## src/rtl/dct_pkg.sv

```systemverilog
// Shared constants and coefficient types for the DCT transpose stage.
// Ports: none (package).
package dct_pkg;
  localparam int N     = 4;   // transform size
  localparam int IN_W  = 36;  // incoming row coefficient width
  localparam int OUT_W = 16;  // stored / outgoing coefficient width
  localparam int SHIFT = 3;   // first-stage rounding shift
  localparam int IDX_W = $clog2(N);

  typedef logic signed [IN_W-1:0]  coef_in_t;
  typedef logic signed [OUT_W-1:0] coef_out_t;

  localparam coef_out_t OUT_MAX = coef_out_t'(16'sh7FFF);
  localparam coef_out_t OUT_MIN = coef_out_t'(16'sh8000);
endpackage

```

## src/rtl/dct_transpose_buf_if.sv

```systemverilog
// Row-in / column-out handshake bundle of the transpose buffer.
// slave  : transpose buffer view (accepts rows, presents columns).
// master : producer/consumer view (drives rows, accepts columns).
interface dct_transpose_buf_if;
  import dct_pkg::*;

  logic                   in_valid;
  logic                   in_ready;
  logic [N*IN_W-1:0]      in_row;       // element c at [c*IN_W +: IN_W]
  logic                   out_valid;
  logic                   out_ready;
  logic [N*OUT_W-1:0]     out_col;      // row r at [r*OUT_W +: OUT_W]
  logic [IDX_W-1:0]       out_col_idx;
  logic                   out_last;

  modport slave (
    input  in_valid, in_row, out_ready,
    output in_ready, out_valid, out_col, out_col_idx, out_last
  );

  modport master (
    output in_valid, in_row, out_ready,
    input  in_ready, out_valid, out_col, out_col_idx, out_last
  );
endinterface

```

## src/rtl/dct_transpose_buf_round_sat.sv

```systemverilog
// dct_round_sat: combinational round-to-nearest right shift by SHIFT followed
// by saturation to the OUT_W signed range, for one coefficient.
// Ports: coef_i (signed IN_W in), coef_o (signed OUT_W out).
module dct_round_sat
  import dct_pkg::*;
(
  input  coef_in_t  coef_i,
  output coef_out_t coef_o
);

  // One extra bit of headroom so adding the rounding offset to the most
  // positive input cannot wrap.
  function automatic coef_out_t round_sat(input coef_in_t x);
    logic signed [IN_W:0] rnd;
    logic signed [IN_W:0] sum;
    logic signed [IN_W:0] shifted;
    rnd          = '0;
    rnd[SHIFT-1] = 1'b1;
    sum          = {x[IN_W-1], x} + rnd;
    shifted      = sum >>> SHIFT;
    if (shifted > (IN_W+1)'(OUT_MAX))
      return OUT_MAX;
    else if (shifted < (IN_W+1)'(OUT_MIN))
      return OUT_MIN;
    else
      return coef_out_t'(shifted[OUT_W-1:0]);
  endfunction

  assign coef_o = round_sat(coef_i);

endmodule

```

## src/rtl/dct_transpose_buf.sv

```systemverilog
// dct_transpose_buf: collects N rounded/saturated rows of a block into one of
// two ping-pong banks, then presents that bank column by column. One bank
// fills while the other drains, so one row in and one column out per cycle
// are sustained.
// Ports: clk (rising edge), rst_n (async active-low),
//        bus (slave view of dct_transpose_buf_if: row handshake in,
//             column handshake out with column index and last flag).
module dct_transpose_buf
  import dct_pkg::*;
(
  input  logic                 clk,
  input  logic                 rst_n,
  dct_transpose_buf_if.slave   bus
);

  logic [1:0]       full_q, full_d;
  logic             wr_bank_q, wr_bank_d;
  logic [IDX_W-1:0] wr_row_q, wr_row_d;
  logic             rd_bank_q, rd_bank_d;
  logic [IDX_W-1:0] rd_col_q, rd_col_d;

  coef_out_t        mem_q [2][N][N];   // [bank][row][col]
  coef_out_t        coef_sat [N];

  logic             wr_fire;
  logic             rd_valid;
  logic             rd_fire;

  // Write path: per-element round/saturate ahead of storage.
  for (genvar c = 0; c < N; c++) begin : g_rs
    dct_round_sat u_rs (
      .coef_i (coef_in_t'(bus.in_row[c*IN_W +: IN_W])),
      .coef_o (coef_sat[c])
    );
  end

  assign bus.in_ready = !full_q[wr_bank_q];
  assign wr_fire      = bus.in_valid && !full_q[wr_bank_q];
  assign rd_valid     = full_q[rd_bank_q];
  assign rd_fire      = rd_valid && bus.out_ready;

  always_comb begin
    full_d    = full_q;
    wr_bank_d = wr_bank_q;
    wr_row_d  = wr_row_q;
    rd_bank_d = rd_bank_q;
    rd_col_d  = rd_col_q;

    if (wr_fire) begin
      wr_row_d = wr_row_q + 1'b1;
      if (wr_row_q == IDX_W'(N-1)) begin
        full_d[wr_bank_q] = 1'b1;
        wr_row_d          = '0;
        wr_bank_d         = !wr_bank_q;
      end
    end

    // A write only targets an empty bank and a drain only a full one, so the
    // two updates of full_d never hit the same bit.
    if (rd_fire) begin
      rd_col_d = rd_col_q + 1'b1;
      if (rd_col_q == IDX_W'(N-1)) begin
        full_d[rd_bank_q] = 1'b0;
        rd_col_d          = '0;
        rd_bank_d         = !rd_bank_q;
      end
    end
  end

  always_ff @(posedge clk or negedge rst_n) begin
    if (!rst_n) begin
      full_q    <= '0;
      wr_bank_q <= 1'b0;
      wr_row_q  <= '0;
      rd_bank_q <= 1'b0;
      rd_col_q  <= '0;
    end else begin
      full_q    <= full_d;
      wr_bank_q <= wr_bank_d;
      wr_row_q  <= wr_row_d;
      rd_bank_q <= rd_bank_d;
      rd_col_q  <= rd_col_d;
    end
  end

  // Storage carries no reset; full flags alone decide what is valid.
  always_ff @(posedge clk) begin
    if (wr_fire) begin
      for (int c = 0; c < N; c++)
        mem_q[wr_bank_q][wr_row_q][c] <= coef_sat[c];
    end
  end

  // Read path: the selected column gathers element rd_col of every row.
  for (genvar r = 0; r < N; r++) begin : g_col
    assign bus.out_col[r*OUT_W +: OUT_W] = mem_q[rd_bank_q][r][rd_col_q];
  end

  assign bus.out_valid   = rd_valid;
  assign bus.out_col_idx = rd_col_q;
  assign bus.out_last    = rd_valid && (rd_col_q == IDX_W'(N-1));

endmodule
```

## src/flat_wrapper.sv

```systemverilog
// flat-port wrapper written by rule: the top's interface ports become plain ports
module dct_transpose_buf_flat import dct_pkg::*;
  (clk, rst_n, bus_in_valid, bus_in_row, bus_out_ready, bus_in_ready, bus_out_valid, bus_out_col, bus_out_col_idx, bus_out_last);
  dct_transpose_buf_if bus_i ();
  input  logic clk;
  input  logic rst_n;
  input wire logic [$bits(bus_i.in_valid)-1:0] bus_in_valid;
  input wire logic [$bits(bus_i.in_row)-1:0] bus_in_row;
  input wire logic [$bits(bus_i.out_ready)-1:0] bus_out_ready;
  output wire logic [$bits(bus_i.in_ready)-1:0] bus_in_ready;
  output wire logic [$bits(bus_i.out_valid)-1:0] bus_out_valid;
  output wire logic [$bits(bus_i.out_col)-1:0] bus_out_col;
  output wire logic [$bits(bus_i.out_col_idx)-1:0] bus_out_col_idx;
  output wire logic [$bits(bus_i.out_last)-1:0] bus_out_last;
  assign bus_i.in_valid = bus_in_valid;
  assign bus_i.in_row = bus_in_row;
  assign bus_i.out_ready = bus_out_ready;
  assign bus_in_ready = bus_i.in_ready;
  assign bus_out_valid = bus_i.out_valid;
  assign bus_out_col = bus_i.out_col;
  assign bus_out_col_idx = bus_i.out_col_idx;
  assign bus_out_last = bus_i.out_last;
  dct_transpose_buf u_core (.clk(clk), .rst_n(rst_n), .bus(bus_i));
endmodule
```

## config.mk

```make
export PLATFORM = sky130hd
export DESIGN_NAME = dct_transpose_buf_flat
export DESIGN_NICKNAME = d
export VERILOG_FILES = /design/src/rtl/dct_pkg.sv /design/src/rtl/dct_transpose_buf_if.sv /design/src/rtl/dct_transpose_buf_round_sat.sv /design/src/rtl/dct_transpose_buf.sv /design/src/flat_wrapper.sv
export SDC_FILE = /design/constraint.sdc
export NUM_CORES = 1
export LEC_CHECK = 0
export CORE_AREA = 2 2 315 161
export CTS_CLUSTER_SIZE = 40
export DETAILED_ROUTE_END_ITERATION = 16
export DIE_AREA = 0 0 317 163
export PLACE_DENSITY = 0.73
export REMOVE_ABC_BUFFERS = 1
export SYNTH_ARGS = -nofsm -noshare
export SYNTH_HDL_FRONTEND = slang
export SYNTH_SLANG_ARGS = --single-unit
export TNS_END_PERCENT = 10
```

## constraint.sdc

```tcl
create_clock -name clk -period 4.65 [get_ports clk]
set_input_delay 0.93 -clock clk [delete_from_list [all_inputs] [get_ports clk]]
set_output_delay 0.93 -clock clk [all_outputs]
set_load 0.005 [all_outputs]
```

# ---- Word-level counts from Yosys, hierarchy flattened
# Memory sizes are Yosys's and may differ from the RTL's.
# Cells that the tools add are included.
dict set report classes {
  n_bitwise 773
  muxes 815
  eq_ne 2
  reduce_logical 11
  n_addsub 6
  order_cmp 15
}
# op n
set op_table {}
lappend op_table {{256-bit 2-to-1 mux} 4}
lappend op_table {{1-bit 2-to-1 mux} 775}
lappend op_table {{1-bit bitwise OR} 768}
lappend op_table {{64-bit demux with 2-bit select} 4}
lappend op_table {{16-bit 2-to-1 mux} 17}
lappend op_table {{36-bit by 4-bit adder with 37-bit output, second input constant} 4}
lappend op_table {{34-bit by 16-bit > comparator with 1-bit output, second input constant} 4}
lappend op_table {{34-bit by 16-bit < comparator with 1-bit output, second input constant} 4}
lappend op_table {{16-bit binary-select mux with 2-bit select} 4}
lappend op_table {{64-bit 2-to-1 mux} 1}
lappend op_table {{48-bit 2-to-1 mux} 1}
lappend op_table {{32-bit 2-to-1 mux} 1}
lappend op_table {{2-bit 2-to-1 mux} 6}
lappend op_table {{3-bit greater-or-equal comparator, second input constant} 2}
lappend op_table {{1-bit logical AND} 6}
lappend op_table {{2-bit NOT with 3-bit output} 2}
lappend op_table {{2-bit by 1-bit adder with 2-bit output, second input constant} 2}
lappend op_table {{2-bit equality test, second input constant} 2}
lappend op_table {{1-bit by 2-bit < comparator with 1-bit output, second input constant} 2}
lappend op_table {{2-bit AND reduction} 2}
lappend op_table {{1-bit logical NOT} 3}
lappend op_table {{3-bit by 1-bit < comparator with 1-bit output, second input constant} 1}
lappend op_table {{2-bit bitwise AND} 1}
lappend op_table {{1-bit demux with 1-bit select} 2}
lappend op_table {{3 further kinds} 4}
dict set report totals {
  output_inout_bits 69
  ram_bits 512
  regBits 8
  mem_count 1
}
# memory depth width read_ports rd_clocked_by_memory_dff write_ports line
set memory_table {}
lappend memory_table {u_core.mem_q 2 256 1 0 1 dct_transpose_buf.sv:22} ;# coef_out_t mem_q [2][N][N];

# ---- Depth between registers and ports, before layout
dict set report depth {
  ltp_word 10
  depth_mapped 13
  ltp_nobuf 9
}

# ---- Cells and area by module
# From an unflattened synthesis, not the netlist that was laid out.
dict set report hier_totals {
  hier_cells 1656
  hier_area_um2 26576.7
}
# mod area_per_inst_um2 cells_each n_inst seq_area_each_um2
set by_module_without_submodules {}
lappend by_module_without_submodules {dct_transpose_buf 22326.4 1020 1 15574.9}
lappend by_module_without_submodules {{dct_round_sat (u_core.g_rs[0].u_rs ...)} 1059.8 157 3 0.0}
lappend by_module_without_submodules {{dct_round_sat (u_core.g_rs[3].u_rs)} 1071.0 165 1 0.0}

# ---- Worst setup path after synthesis
# OpenSTA, ideal clock, no wires.
dict set report synth_timing {
  path_kind {input to register}
  from {input port bus_in_valid}
  to {memory u_core.mem_q[0][0] (netlist bit), enable pin}
  setup_slack_ns 0.034
  required_time_ns 4.163
  setup_time_ns 0.487
  path_stages 4
  n_path_buf 1
  arrival_ns 4.130
  cell_sequence {and2_1 -> clkbuf_1 -> nand2_1 -> nor2_1}
}
dict set report synth_via {
  elab_chain_cells 6
  elab_cells_between_ends 9
  classes_between {5 x mux; 3 x bitwise; 1 x reduce/logical}
}
# element line
set synth_rtl {}
lappend synth_rtl {{start, declared} flat_wrapper.sv:7} ;# input wire logic [$bits(bus_i.in_valid)-1:0] bus_in_valid;
lappend synth_rtl {{1-bit logical AND *} dct_transpose_buf.sv:38} ;# assign wr_fire = bus.in_valid && !full_q[wr_bank_q];
lappend synth_rtl {{1-bit 2-to-1 mux *} dct_transpose_buf.sv:88} ;# if (wr_fire) begin
lappend synth_rtl {{256-bit 2-to-1 mux (implied by the code)} dct_transpose_buf.sv:90} ;# mem_q[wr_bank_q][wr_row_q][c] <= coef_sat[c];
lappend synth_rtl {{1-bit bitwise OR (no source line) (2 in a row)} --}
lappend synth_rtl {{1-bit bitwise OR (no source line) *} --}
lappend synth_rtl {{end, declared} dct_transpose_buf.sv:22}
# Every way passes the cells marked *; elsewhere a longest branch is shown, timed or not.

# ---- Worst setup path in the final report
dict set report layout_timing {
  from {input port bus_in_row[49]}
  to {memory u_core.mem_q[1][232] (netlist bit) (data pin)}
}
dict set report layout_via {
  elab_chain_cells 7
  elab_cells_between_ends 8
  classes_between {1 x add/sub; 2 x order compare; 5 x mux}
}
# element line
set layout_rtl {}
lappend layout_rtl {{start, declared} flat_wrapper.sv:8} ;# input wire logic [$bits(bus_i.in_row)-1:0] bus_in_row;
lappend layout_rtl {{36-bit by 4-bit adder with 37-bit output *} dct_transpose_buf_round_sat.sv:19} ;# sum = {x[IN_W-1], x} + rnd;
lappend layout_rtl {{34-bit by 16-bit < comparator with 1-bit output} dct_transpose_buf_round_sat.sv:23} ;# else if (shifted < (IN_W+1)'(OUT_MIN))
lappend layout_rtl {{16-bit 2-to-1 mux} dct_transpose_buf_round_sat.sv:23}
lappend layout_rtl {{16-bit 2-to-1 mux *} dct_transpose_buf_round_sat.sv:21} ;# if (shifted > (IN_W+1)'(OUT_MAX))
lappend layout_rtl {{1-bit 2-to-1 mux (no source line) * (3 in a row)} --}
# Marks and branches as above.

==> out/results.tsv <==
metric	value	unit
postPlaceCellArea	29700	µm²
start_util	52.1	%
relSlewSlack	44.6	%
holdCritStartpoint	u_core.full_q[1]	
worstRegToRegCells	6	
syn_to_final_growth	21.6	%
yosysUniqueCellTypes	74	
tns	0	ps
max-vdd-ir-drop	548	µV
synth_edf_count	512	
netlist_area	25700	µm²
die-area	51700	µm²
routedWlPerCell	28.7	µm
port_buffers	208	
path_cells	clkdlybuf4s50_1, nand4_4, or4_1, nor4_1, o22ai_1, a2111oi_0, buf_4, a21oi_1, buf_4, nand2b_1, a32oi_1	
hold_depth	1	
finalCriticalPeriod	4290	ps
end_kind	register	
power_leakage	0.0101	µW
crit_buf_inv	3	
holdPathEnd	u_core.full_q[1]	
ys_seq_area_share	60.6	%
fin_crit_sh	92.3	%
first_iter_violations	2502	
vias_per_cell	6.78	
nNetsFinal	2165	
fp.dieW	317	µm
syn_area_per_cell	15.0	µm²
gp_congestion	0.937	
drc	0	
htreeDepth	2	
vias	18300	
grt_pass1_vias	17700	
r2r_setup_slack	1490	ps
skew	22.6	ps
rsz0062_at_grt	false	
crit_fanout	15	
path_clk_slew	70	ps
final_common_cell	edfxtp_1	
cts_resized	0	
hold_slack	546	ps
final_cell_mix	edfxtp_1 (512), clkdlybuf4s50_1 (208), buf_4 (136), mux4_2 (128), nand2_1 (95)	
grt_overflow	0	
cpLargestDelayFamily	simple AND/OR/NAND/NOR gates	
postLayoutCellArea	31200	µm²
cts_post_setup_buffers_inserted	0	
hold_violations	0	
worstReg2RegStart	u_core.wr_bank_q	
cp_data_required_time	5030	ps
max_cap_violations	0	
slowest_delay	680	ps
wl	77600	µm
synth-async-reset-ratio	1.54	%
startpoint_type	primary input	
row_count	58	
drive_gt1_share	23.0	%
cpMaxStageDelayCell	or4_1	
grt_pass1_wl	113000	µm
root_buffer	clkbuf_16	
hold_class	reg2reg	
criticalPathCategory	in2reg	
clock_sinks	520	
status	completed	
maxSlewViolCount	0	
power_density	513	nW/µm²
antenna_found_initial	2	
pin_count	217	
hold_buffers	0	
track_usage	30.0	%
finalSetupViolCount	0	
synth-seq-cells	520	
max_freq	0.233	GHz
numCtsBuffers	45	
dp_hpwl	52500	µm
r2r_end	u_core.mem_q[0][251]	
dr.pass1.iters	6	
fp.dieH	163	µm
arrival	4670	ps
coreArea	49300	µm²
clk_latency	580	ps
grt_max_degree	70	
synthCells	1715	
path_common_cell	buf_4	
tightest_slew	831	ps
ys_warn_count	0	
clk_path_buf_depth	3	
synth_ff_type	edfxtp_1	
postRouteAntennaNets	0	
cts_tree	built	
power breakdown:
group	internal [µW]	switching, µW	total (µW)
combinational	2930	2670	5600
sequential	5980	350	6330
clock	2400	1700	4100
cell usage after synthesis (all sizes together) (9+ instances only):
cell / count / share of area, %
nor2: 71 / 1.2
nand3: 56 / 1.1
xnor2: 40 / 1.4
nor4: 27 / 0.66
and2: 11 / 0.27
a22oi: 60 / 1.8
a32oi: 60 / 2.0
xor2: 29 / 0.99
o2111ai: 11 / 0.37
buf: 50 / 1.1
o21ai: 31 / 0.60
and3: 28 / 0.68
nand4: 45 / 1.2
and4: 24 / 0.82
mux2: 69 / 3.0
inv: 11 / 0.16
edfxtp: 512 / 60
o31ai: 9 / 0.42
a21oi: 13 / 0.25
nand2b: 32 / 0.78
ha: 9 / 0.44
mux4: 128 / 11
nor3: 24 / 0.51
clkbuf: 76 / 1.1
a2bb2oi: 60 / 2.0
nand2: 99 / 1.5
how the worst max path moves through the flow:
stage	from	end	slack, ps	depth (start not counted)
finish	bus_in_row[49]	u_core.mem_q[1][232]	360	11
global route	bus_in_row[49]	u_core.mem_q[1][228]	100	11
CTS	u_core.rd_bank_q	bus_out_col[47]	460	4
detailed placement	bus_in_row[50]	u_core.mem_q[0][164]	-100	11
global placement	bus_in_row[6]	u_core.mem_q[0][93]	-150	12
floorplan	u_core.rd_bank_q	bus_out_col[0]	-2220	2
area by class of cell:
class / count / area, µm²
Tap cell: 660 / 826
Clock inverter: 27 / 384
Clock buffer: 53 / 1200
Sequential cell: 520 / 15600
Timing Repair Buffer: 372 / 3660
Antenna cell: 1 / 2.50
Inverter: 11 / 41.3
Multi-Input combinational cell: 1058 / 9540
Fill cell: 3460 / 18000
flip-flops by register name, indices dropped and copies added, names as in the netlist:
register and count:
u_core.mem_q 512, u_core.bus.out_col_idx 2, u_core.full_q 2, u_core.wr_row_q 2
u_core.rd_bank_q 1, u_core.wr_bank_q 1
worst reg2reg max path, cell delays in order (launching register included):
cell,delay (ps)
dfrtp_1,780
mux2i_1,260
buf_4,180
and2_1,280
nand2_1,290
nor2_4,630
buf_4,410
per-layer routing:
metal | wire length, µm | part of all wire [%] | GRT usage, % | up-vias
li1 | - | - | - | 7696
met1 | 31800 | 41 | 44.9 | 9261
met2 | 34500 | 44 | 44.5 | 1206
met3 | 9550 | 12 | 7.24 | 146
met4 | 1770 | 2.3 | 6.99 | 2
met5 | 15 | 0.019 | 0 | -
kinds of logic (layout without fill, tap and decap cells):
family	count (synthesis)	count (layout)	synth area share, %
AOI/OAI and AO/OA	312	312	9.70
xor gates and xnor gates	69	69	2.35
adders and majority gates	9	9	0.438
buffers and inverters	137	463	2.40
DFF	520	520	60.6
muxes	203	203	14.5
other	0	1	0
and+or+nand+nor	465	465	10.0
through the flow:
stage          utilization (%)  worst slack [ps]  power (µW)  std cells
2_1_floorplan                -             -2220        9700       1589
3_3_place_gp              60.2              -154       11900       2621
3_5_place_dp              60.2              -101       12000       2621
4_1_cts                   63.4               456       16100       2701
5_1_grt                   63.4              95.8       16600       2702
6_report                  63.4               359       16000       2702
Note: power is estimated with default switching activity, not from simulation.
